==> config.mk <==
export PLATFORM = sky130hd
export DESIGN_NAME = amount_manager_flat
export DESIGN_NICKNAME = d
export VERILOG_FILES = /design/src/rtl/amount_manager_if.sv /design/src/rtl/amount_manager.sv /design/src/flat_wrapper.sv
export SDC_FILE = /design/constraint.sdc
export NUM_CORES = 1
export LEC_CHECK = 0
export ABC_AREA = 0
export BUFFER_PORTS_ARGS = -buffer_cell sky130_fd_sc_hd__clkbuf_2
export CAP_MARGIN = 5
export CORE_ASPECT_RATIO = 1.2
export CORE_MARGIN = 10
export CORE_UTILIZATION = 55
export DETAILED_ROUTE_END_ITERATION = 16
export PLACE_DENSITY = 0.87
export RECOVER_POWER = 100
export SLEW_MARGIN = 25
export SYNTH_ARGS = -nofsm -noshare
export SYNTH_HDL_FRONTEND = slang
export SYNTH_SLANG_ARGS = --single-unit
==> constraint.sdc <==
create_clock -name clk -period 2.3 [get_ports clk]
set_input_delay 0 -clock clk [delete_from_list [all_inputs] [get_ports clk]]
set_output_delay 0 -clock clk [all_outputs]
set_load 0.02 [all_outputs]
==> src/rtl/amount_manager_if.sv <==
// Keypad/start inputs and amount/countdown outputs of the charger payment core.
interface amount_manager_if;
   logic       start;
   logic [3:0] key_value;
   logic [4:0] all_money;
   logic [5:0] remaining_time;
   logic       timing;

   modport master (output start, key_value, input all_money, remaining_time, timing);
   modport slave  (input start, key_value, output all_money, remaining_time, timing);
endinterface

==> src/rtl/amount_manager.sv <==
// Charger payment/timer core: two-digit amount entry with saturation, then a per-tick countdown.
// Define FAST_TICK_EN to shorten the tick period to 50 cycles for simulation.
module amount_manager #(
   parameter int TICK_CYCLES   = 50000000,
   parameter int MAX_MONEY     = 20,
   parameter int TIME_PER_UNIT = 2
) (
   input  logic              clk,
   input  logic              rst_n,
   amount_manager_if.slave   bus
);

`ifdef FAST_TICK_EN
   localparam int TICK_P = 50;
`else
   localparam int TICK_P = TICK_CYCLES;
`endif

   typedef enum logic [1:0] {IDLE, ONE, FULL, CHARGING} state_t;

   state_t      state, state_nx;
   logic [3:0]  last_key;
   logic [31:0] tick_cnt;
   logic        key_evt;
   logic [3:0]  digit;
   logic [7:0]  acc;
   logic [4:0]  money_nx;
   logic [5:0]  time_nx;

   always_comb begin
      key_evt  = (bus.key_value != last_key) && (bus.key_value >= 4'd1) && (bus.key_value <= 4'd11);
      digit    = (bus.key_value == 4'd10) ? 4'd0 : bus.key_value;
      // 8-bit intermediate keeps 10*money+d exact before clamping
      acc      = (state == IDLE) ? {4'd0, digit} : 8'(bus.all_money) * 8'd10 + {4'd0, digit};
      money_nx = bus.all_money;
      state_nx = state;
      if (key_evt && state != CHARGING) begin
         if (bus.key_value == 4'd11) begin
            money_nx = '0;
            state_nx = IDLE;
         end else if (state == IDLE || state == ONE) begin
            money_nx = (acc > 8'(MAX_MONEY)) ? 5'(MAX_MONEY) : acc[4:0];
            state_nx = (state == IDLE) ? ONE : FULL;
         end
      end
      time_nx = 6'(int'(money_nx) * TIME_PER_UNIT);
   end

   always_ff @(posedge clk or negedge rst_n) begin
      if (!rst_n) begin
         state              <= IDLE;
         last_key           <= '0;
         tick_cnt           <= '0;
         bus.all_money      <= '0;
         bus.remaining_time <= '0;
         bus.timing         <= 1'b0;
      end else begin
         last_key <= bus.key_value;
         if (state == CHARGING) begin
            if (tick_cnt == 32'(TICK_P - 1)) begin
               tick_cnt <= '0;
               // <=1 also retires a zero-time charge started together with a clear
               if (bus.remaining_time <= 6'd1) begin
                  bus.remaining_time <= '0;
                  bus.all_money      <= '0;
                  bus.timing         <= 1'b0;
                  state              <= IDLE;
               end else begin
                  bus.remaining_time <= bus.remaining_time - 6'd1;
               end
            end else begin
               tick_cnt <= tick_cnt + 32'd1;
            end
         end else begin
            tick_cnt           <= '0;
            bus.all_money      <= money_nx;
            bus.remaining_time <= time_nx;
            // start qualifies on the money held before this cycle's key
            if (bus.start && bus.all_money != 5'd0) begin
               state      <= CHARGING;
               bus.timing <= 1'b1;
            end else begin
               state <= state_nx;
            end
         end
      end
   end

endmodule

==> src/flat_wrapper.sv <==
// flat-port wrapper written by rule: the top's interface ports become plain ports
module amount_manager_flat 
#(
   parameter int TICK_CYCLES   = 50000000,
   parameter int MAX_MONEY     = 20,
   parameter int TIME_PER_UNIT = 2
)
  (clk, rst_n, bus_start, bus_key_value, bus_all_money, bus_remaining_time, bus_timing);
  amount_manager_if bus_i ();
  input  logic clk;
  input  logic rst_n;
  input wire logic [$bits(bus_i.start)-1:0] bus_start;
  input wire logic [$bits(bus_i.key_value)-1:0] bus_key_value;
  output wire logic [$bits(bus_i.all_money)-1:0] bus_all_money;
  output wire logic [$bits(bus_i.remaining_time)-1:0] bus_remaining_time;
  output wire logic [$bits(bus_i.timing)-1:0] bus_timing;
  assign bus_i.start = bus_start;
  assign bus_i.key_value = bus_key_value;
  assign bus_all_money = bus_i.all_money;
  assign bus_remaining_time = bus_i.remaining_time;
  assign bus_timing = bus_i.timing;
  amount_manager #(.TICK_CYCLES(TICK_CYCLES), .MAX_MONEY(MAX_MONEY), .TIME_PER_UNIT(TIME_PER_UNIT)) u_core (.clk(clk), .rst_n(rst_n), .bus(bus_i));
endmodule
==> summary.md, run 1 <==
| Metric | Value |
|---|---|
| Status | `complete, but fails checks` |
| Failing checks | `setup timing` |
| Final net count | `374` |
| Pin count of the biggest net entering global routing | `35` |
| IO Port Bufs | `18` |
| DRC | `0` |
| CTS H-Tree Depth | `2` |
| Crit Path Class | `reg2reg` |
| Die ar. | `8690 um^2` |
| Worst R2R Setup Slack | `-0.17 ns` |
| Clock latency on the worst-skew pair | `0.31 ns` |
| GRT Residual Overflow | `0` |
| Antenna violations before repair | `0` |
| Std cell rows | `29` |
| Tcrit/Tclk final | `1.07` |
| Routed wl met3 | `271 um` |
| WL final | `7.37 mm` |
| R2r endpoint | `u_core.bus.remaining_time[3]$_DFFE_PN0P_` |
| Maximum root-to-sink buffer count | `2` |
| Most frequent cell on the critical path | `ha_4` |
| Crit start category | `register` |
| Syn_nets | `335` |
| Most frequent cells in the layout | `dfrtp_1, nor2_1, nand2_1, xor2_1, nand3_1` |
| CTS tree | `done` |
| CP delay by family, top | `adder cells` |
| Sequential share of power | `0.311` |
| Layout cells sized above 1 | `0.190` |
| Pint | `0.00212 W` |
| Final min period | `2.47 ns` |
| Combinational share of power | `0.537` |
| Mapped Avg Cell Area | `9.40 um^2` |
| TritonCTS Buffers | `5` |
| Bufs and invs on worst path | `0` |
| Yosys Warn Count | `0` |
| Max_slew headroom | `0.296` |
| R2r worst-path depth | `8` |
| Min-Delay Path Class | `in2reg` |
| Top_reg_cell synth | `dfrtp_1` |
| Worst Hold Path Cells | `5` |
| Max Freq | `0.406 GHz` |
| Register area share after synthesis | `0.425` |
| Most common cell after layout, fill and taps aside | `dfrtp_1` |
| Initial drt markers | `144` |
| Worst-path clk slew | `0.11 ns` |
| Total track usage | `0.164` |
| Critical path's slowest cell | `fa_2` |
| Filler instances | `405` |
| RSZ-0062 raised after global routing | `yes` |
| I/O pins | `19` |
| Met2 Wirelength | `4.00 mm` |
| Final instance area | `3510 um^2` |
| First-pass GRT wire length | `11.8 mm` |
| Final setup vio count | `7` |
| Clk_skew | `0.0214 ns` |
| Beginning of the worst hold path | `bus_start` |
| Final Slew Violations | `0` |
| Pre-antenna DRT Iters | `4` |
| Number of enable flip-flop cells after synthesis | `0` |
| Net Sw Frac | `0.432` |
| Final worst setup slack | `-0.165 ns` |
| Top sig layer | `met4` |
| Met1 wire length | `2.89 mm` |
| WHS | `0.220 ns` |
| Clock Power Share | `0.153` |
| Post-synthesis register bit count | `50` |
| Vias in the first global route | `2592` |
| CP Data Required Time | `2.50 ns` |
| Max-cap violations | `0` |
| Synthesis-to-layout area growth | `19.2%` |
| Netlist Area Pre-Place | `2940 um^2` |
| Post-placement cell area | `3210 um^2` |
| Gp weighted congestion | `0.889` |
| Initial core utilization | `0.563` |
| Vias | `2525` |
| FFs w/ async S/R, synth | `1.00` |
| Power Density | `1060 nW/um^2` |
| Die Y | `100 um` |
| Pwr Total | `0.00373 W` |
| Critical register-to-register path startpoint | `u_core.bus.all_money[1]$_DFFE_PN0P_` |
| Critical path, cell by cell | `ha_4 -> ha_4 -> fa_2 -> and3_4 -> o2111ai_2 -> nand4_1 -> a41oi_2 -> a221o_1` |
| P_leak | `1.48 nW` |
| Worst ir drop on vdd | `0.901 mV` |
| Antenna cell count | `0` |
| Final hold vios | `0` |
| Synth Instances | `313` |
| Vias per std cell | `6.08` |
| Crit path depth | `8` |
| Max FO, Critical Path | `5` |
| CP arrival | `2.67 ns` |
| Cell variety after synth | `47` |
| Die Wd | `86.8 um` |
| WL/cell | `17.8 um` |
| Dpl hpwl | `4.92 mm` |
| Crit-path max cell delay | `0.54 ns` |
| Core Region | `5230 um^2` |
| NetSw | `0.00161 W` |
| CTS Sinks | `50` |
| Worst setup EP type | `register` |
| Clock root cell | `clkbuf_8` |
| WHS Endpoint | `u_core.bus.timing$_DFFE_PN0P_` |
| Slew at the pin closest to its max-slew limit | `1.06 ns` |
| DRT antenna net count | `0` |
-- power by group through the flow --
| stage | registers [W] | clock network (W) | logic, W |
|---|---|---|---|
| finish | 0.00116 | 0.000569 | 0.00200 |
| global route | 0.00118 | 0.000616 | 0.00216 |
| CTS | 0.00115 | 0.000575 | 0.00177 |
| detailed placement | 0.00116 | 0 | 0.00163 |
| global placement | 0.00115 | 0 | 0.00159 |
| floorplan | 0.00124 | 0 | 0.00105 |
-- cells in the mapped netlist (2+ instances only) --
cell	n	share of area
dfrtp_1	50	0.43
nor2_1	41	0.052
nand2_1	30	0.038
xor2_1	20	0.060
nand3_1	16	0.027
xnor2_1	15	0.045
o21ai_0	14	0.024
a21oi_1	13	0.022
ha_1	13	0.055
inv_1	9	0.011
and3_1	8	0.017
nor3_1	8	0.014
and2_1	7	0.015
nand4_1	6	0.013
a21boi_0	5	0.013
nor4_1	5	0.011
o2111ai_1	4	0.012
a21o_1	3	0.0077
a31oi_1	3	0.0064
buf_2	3	0.0051
nand4b_1	3	0.0089
or3_1	3	0.0064
a31o_2	2	0.0060
and3b_1	2	0.0060
buf_6	2	0.0077
clkbuf_1	2	0.0026
fa_1	2	0.014
mux2i_1	2	0.0068
nor3b_1	2	0.0051
o221ai_1	2	0.0060
or4_1	2	0.0051
-- per-stage QoR --
stage,TNS [ns],util,setup slack [ns],instances
2_1_floorplan,-0.0483,-,-0.0483,313
3_5_place_dp,-0.375,0.615,-0.117,399
3_3_place_gp,-0.0253,0.615,-0.0253,399
6_report,-0.681,0.671,-0.165,415
5_1_grt,-1.35,0.671,-0.237,415
4_1_cts,-0.176,0.659,-0.0798,414
-- what timing repair did --
action                                  CTS  global route
hold buffers                              5             0
endpoints found under the setup margin    9            10
hold endpoints to repair                 23             0
gates resized for setup                  12            13
pin swaps                                 6             1
buffers inserted                          2             1
-- sequential cells by signal (all words and copies together) (netlist names) --
signal / flops
u_core.tick_cnt: 32
u_core.last_key: 4
u_core.bus.remaining_time: 6
u_core.state: 2
u_core.bus.timing: 1
u_core.bus.all_money: 5
-- cells by family after synthesis --
kind of cell,count (synthesis),share of synthesized area
simple gates,142,0.250
fa+ha+maj,15,0.0689
buf+inv,16,0.0268
flops,50,0.425
compound gates,52,0.114
mux,3,0.0106
xor+xnor,35,0.104
-- worst reg2reg max path, delay by kind of cell, from the launching register on --
kind / cells / cell delay, ns
compound gates: 3 / 0.55
fa+ha+maj: 3 / 0.95
flops: 1 / 0.44
simple gates: 2 / 0.40
-- worst max path at each step --
stage,start,end,slack [ns]
2_1_floorplan,u_core.bus.all_money[3]$_DFFE_PN0P_,u_core.bus.remaining_time[3]$_DFFE_PN0P_,-0.05
4_1_cts,u_core.bus.all_money[1]$_DFFE_PN0P_,u_core.bus.remaining_time[3]$_DFFE_PN0P_,-0.08
5_1_grt,u_core.bus.all_money[1]$_DFFE_PN0P_,u_core.bus.remaining_time[3]$_DFFE_PN0P_,-0.24
3_5_place_dp,u_core.bus.all_money[2]$_DFFE_PN0P_,u_core.bus.remaining_time[3]$_DFFE_PN0P_,-0.12
6_report,u_core.bus.all_money[1]$_DFFE_PN0P_,u_core.bus.remaining_time[3]$_DFFE_PN0P_,-0.17
3_3_place_gp,u_core.bus.all_money[3]$_DFFE_PN0P_,u_core.bus.remaining_time[3]$_DFFE_PN0P_,-0.03
-- routing by layer --
metal,vias to the layer above,GRT usage
met3,21,0.0267
li1,1188,-
met5,-,0
met4,0,0.0961
met2,78,0.284
met1,1238,0.184
-- layout make-up --
type / count / area (um^2) / area share
clock buffer: 7 / 96.3 / 0.0275
clock inverter: 1 / 8.76 / 0.00250
inverter: 9 / 33.8 / 0.00963
multi-input combinational: 247 / 1780 / 0.507
sequential: 50 / 1260 / 0.358
tap: 62 / 77.6 / 0.0221
timing repair buffer: 39 / 256 / 0.0731
Power figures use the tool's default switching activity.
==> inputs of run 2 (changes only) <==
--- a/config.mk
+++ b/config.mk
@@ -10,9 +10,9 @@
 export CAP_MARGIN = 5
 export CORE_ASPECT_RATIO = 1.2
 export CORE_MARGIN = 10
-export CORE_UTILIZATION = 55
+export CORE_UTILIZATION = 60
 export DETAILED_ROUTE_END_ITERATION = 16
-export PLACE_DENSITY = 0.87
+export PLACE_DENSITY = 0.9
 export RECOVER_POWER = 100
 export SLEW_MARGIN = 25
 export SYNTH_ARGS = -nofsm -noshare
==> constraint.sdc (replaced) <==
create_clock -name clk -period 2.48 [get_ports clk]
set_input_delay 0 -clock clk [delete_from_list [all_inputs] [get_ports clk]]
set_output_delay 0 -clock clk [all_outputs]
set_load 0.02 [all_outputs]
==> run 2 against run 1 <==
The flow finishes with violations (capacitance limit, slew limit, setup timing). Flip-flop and latch count unchanged. Die area is 6.6% lower. Fmax fell by 2.0%. Clock power barely moved. Largest power group unchanged. Highest routed layer unchanged.
==> summary.md, run 2 (synthesized netlist as in run 1, its figures left out) <==
| Metric | Value |
|---|---|
| Total track usage | `0.171` |
| Clock latency on the worst-skew pair | `0.31 ns` |
| Max reg flops | `32` |
| Status | `complete, but fails checks` |
| Pre-antenna DRT Iters | `5` |
| Most common cell after layout, fill and taps aside | `dfrtp_1` |
| Biggest regs | `u_core.tick_cnt: 32 flops, u_core.bus.remaining_time: 6 flops, u_core.bus.all_money: 5 flops` |
| Worst ir drop on vdd | `0.725 mV` |
| CTS Sinks | `50` |
| Die Wd | `83.9 um` |
| Gp weighted congestion | `0.914` |
| CTS H-Tree Depth | `2` |
| Worst Hold Path Cells | `3` |
| DRC | `0` |
| Crit start category | `register` |
| Vias in the first global route | `2582` |
| IO Port Bufs | `18` |
| RSZ-0062 raised after global routing | `yes` |
| Pin count of the biggest net entering global routing | `35` |
| CP arrival | `2.71 ns` |
| P_leak | `1.43 nW` |
| TritonCTS Buffers | `5` |
| Tcrit/Tclk final | `1.01` |
| Setup Total Neg Slack | `-0.0453 ns` |
| WHS Endpoint | `u_core.bus.remaining_time[1]$_DFFE_PN0P_` |
| Worst-path clk slew | `0.09 ns` |
| Filler instances | `348` |
| CP Data Required Time | `2.67 ns` |
| Final worst setup slack | `-0.0357 ns` |
| Layout cells sized above 1 | `0.127` |
| Die Y | `96.7 um` |
| Failing checks | `capacitance limit, slew limit, setup timing` |
| Crit Path Class | `reg2reg` |
| Max Freq | `0.398 GHz` |
| Final net count | `367` |
| Core Region | `4660 um^2` |
| Top reg by flops | `u_core.tick_cnt` |
| Clk_skew | `0.00812 ns` |
| Worst R2R Setup Slack | `-0.04 ns` |
| Antenna violations before repair | `0` |
| Maximum root-to-sink buffer count | `2` |
| First-pass GRT wire length | `11.9 mm` |
| I/O pins | `19` |
| Final min period | `2.52 ns` |
| Final setup vio count | `2` |
| Max FO, Critical Path | `5` |
| WL/cell | `17.4 um` |
| Worst setup EP type | `register` |
| Most frequent cells in the layout | `dfrtp_1, nor2_1, nand2_1, xor2_1, nand3_1` |
| Final hold vios | `0` |
| Dpl hpwl | `4.92 mm` |
| Vias | `2517` |
| Clock root cell | `clkbuf_8` |
| GRT Residual Overflow | `0` |
| Pwr Total | `0.00324 W` |
| Slew at the pin closest to its max-slew limit | `1.84 ns` |
| Initial core utilization | `0.631` |
| CTS tree | `done` |
| Final Slew Violations | `35` |
| Max_slew headroom | `-0.230` |
| WHS | `0.159 ns` |
| R2r endpoint | `u_core.bus.remaining_time[3]$_DFFE_PN0P_` |
| R2r worst-path depth | `8` |
| DRT antenna net count | `0` |
| Vias per std cell | `6.23` |
| Beginning of the worst hold path | `bus_key_value[0]` |
| Final core occ | `0.720` |
| Setup crit start | `u_core.bus.all_money[1]$_DFFE_PN0P_` |
| WL final | `7.04 mm` |
| Die ar. | `8120 um^2` |
| Initial drt markers | `175` |
| Std cell rows | `27` |
| Power Density | `966 nW/um^2` |
| Antenna cell count | `0` |
| Critical register-to-register path startpoint | `u_core.bus.all_money[1]$_DFFE_PN0P_` |
| Synthesis-to-layout area growth | `14.0%` |
| Min-Delay Path Class | `in2reg` |
| Max-cap violations | `1` |
[run 2: changes by cell type in the layout (fill, tap and decap cells not counted), moves of 2 or more]
cell	change
xnor2_2	+2
buf_4	-5
a21boi_1	+3
clkbuf_2	-6
a21boi_0	-2
clkbuf_8	-2
clkbuf_1	+5
ha_4	-3
ha_1	+3
clkinv_2	+2
[run 2: worst max-delay path by stage]
stage / endpoint / slack [ns] / cells past startpoint
4_1_cts: u_core.bus.remaining_time[3]$_DFFE_PN0P_ / 0.01 / 8
3_3_place_gp: u_core.bus.remaining_time[3]$_DFFE_PN0P_ / 0.07 / 9
2_1_floorplan: u_core.bus.remaining_time[3]$_DFFE_PN0P_ / 0.05 / 9
6_report: u_core.bus.remaining_time[3]$_DFFE_PN0P_ / -0.04 / 8
5_1_grt: u_core.bus.remaining_time[3]$_DFFE_PN0P_ / -0.12 / 11
3_5_place_dp: u_core.bus.remaining_time[3]$_DFFE_PN0P_ / -0.03 / 8
[run 2: where the power goes]
| part | internal (W) | switching (W) |
|---|---|---|
| registers | 0.000934 | 0.000144 |
| logic | 0.000601 | 0.000992 |
| clock network | 0.000297 | 0.000272 |
| total | 0.00183 | 0.00141 |
[run 2: per-layer routing]
metal,vias to the layer above,GRT usage,part of all wire
met5,-,0,0
met4,0,0.0911,0.034
met3,27,0.0335,0.048
met2,101,0.301,0.52
met1,1214,0.188,0.40
li1,1175,-,-
[run 2: cell type report]
class | instances | area, um^2 | share of cell area
clock inverters | 3 | 40.0 | 0.0119
flip-flops and latches | 50 | 1250 | 0.374
multi-input cells | 247 | 1700 | 0.506
inverters | 9 | 33.8 | 0.0101
repair buffers | 32 | 188 | 0.0559
well taps | 58 | 72.6 | 0.0216
clock buffers | 5 | 68.8 | 0.0205
[run 2: what timing repair did]
| item | 4_1_cts | 5_1_grt |
|---|---|---|
| endpoints found under the hold margin | 37 | 0 |
| setup endpoints to repair | 3 | 9 |
| resized for setup | 11 | 7 |
| gates cloned | 0 | 0 |
| setup buffers | 1 | 0 |
| hold buffers | 5 | 0 |
| pin swaps | 4 | 5 |
[run 2: metrics by stage]
stage	instance area (um^2)	cells	worst slack, ns
after floorplan	2940	313	0.0484
after global placement	3120	390	0.0734
after detailed placement	3120	390	-0.0325
after CTS	3340	404	0.0117
after global routing	3350	404	-0.116
final	3350	404	-0.0357
[run 2: critical path, cell delays in order (launching register included)]
cell       delay, ns
dfrtp_2         0.44
ha_4            0.26
ha_4            0.16
fa_2            0.54
and3_4          0.20
o2111ai_2       0.11
nand4_1         0.22
a41oi_2         0.17
a221o_1         0.31
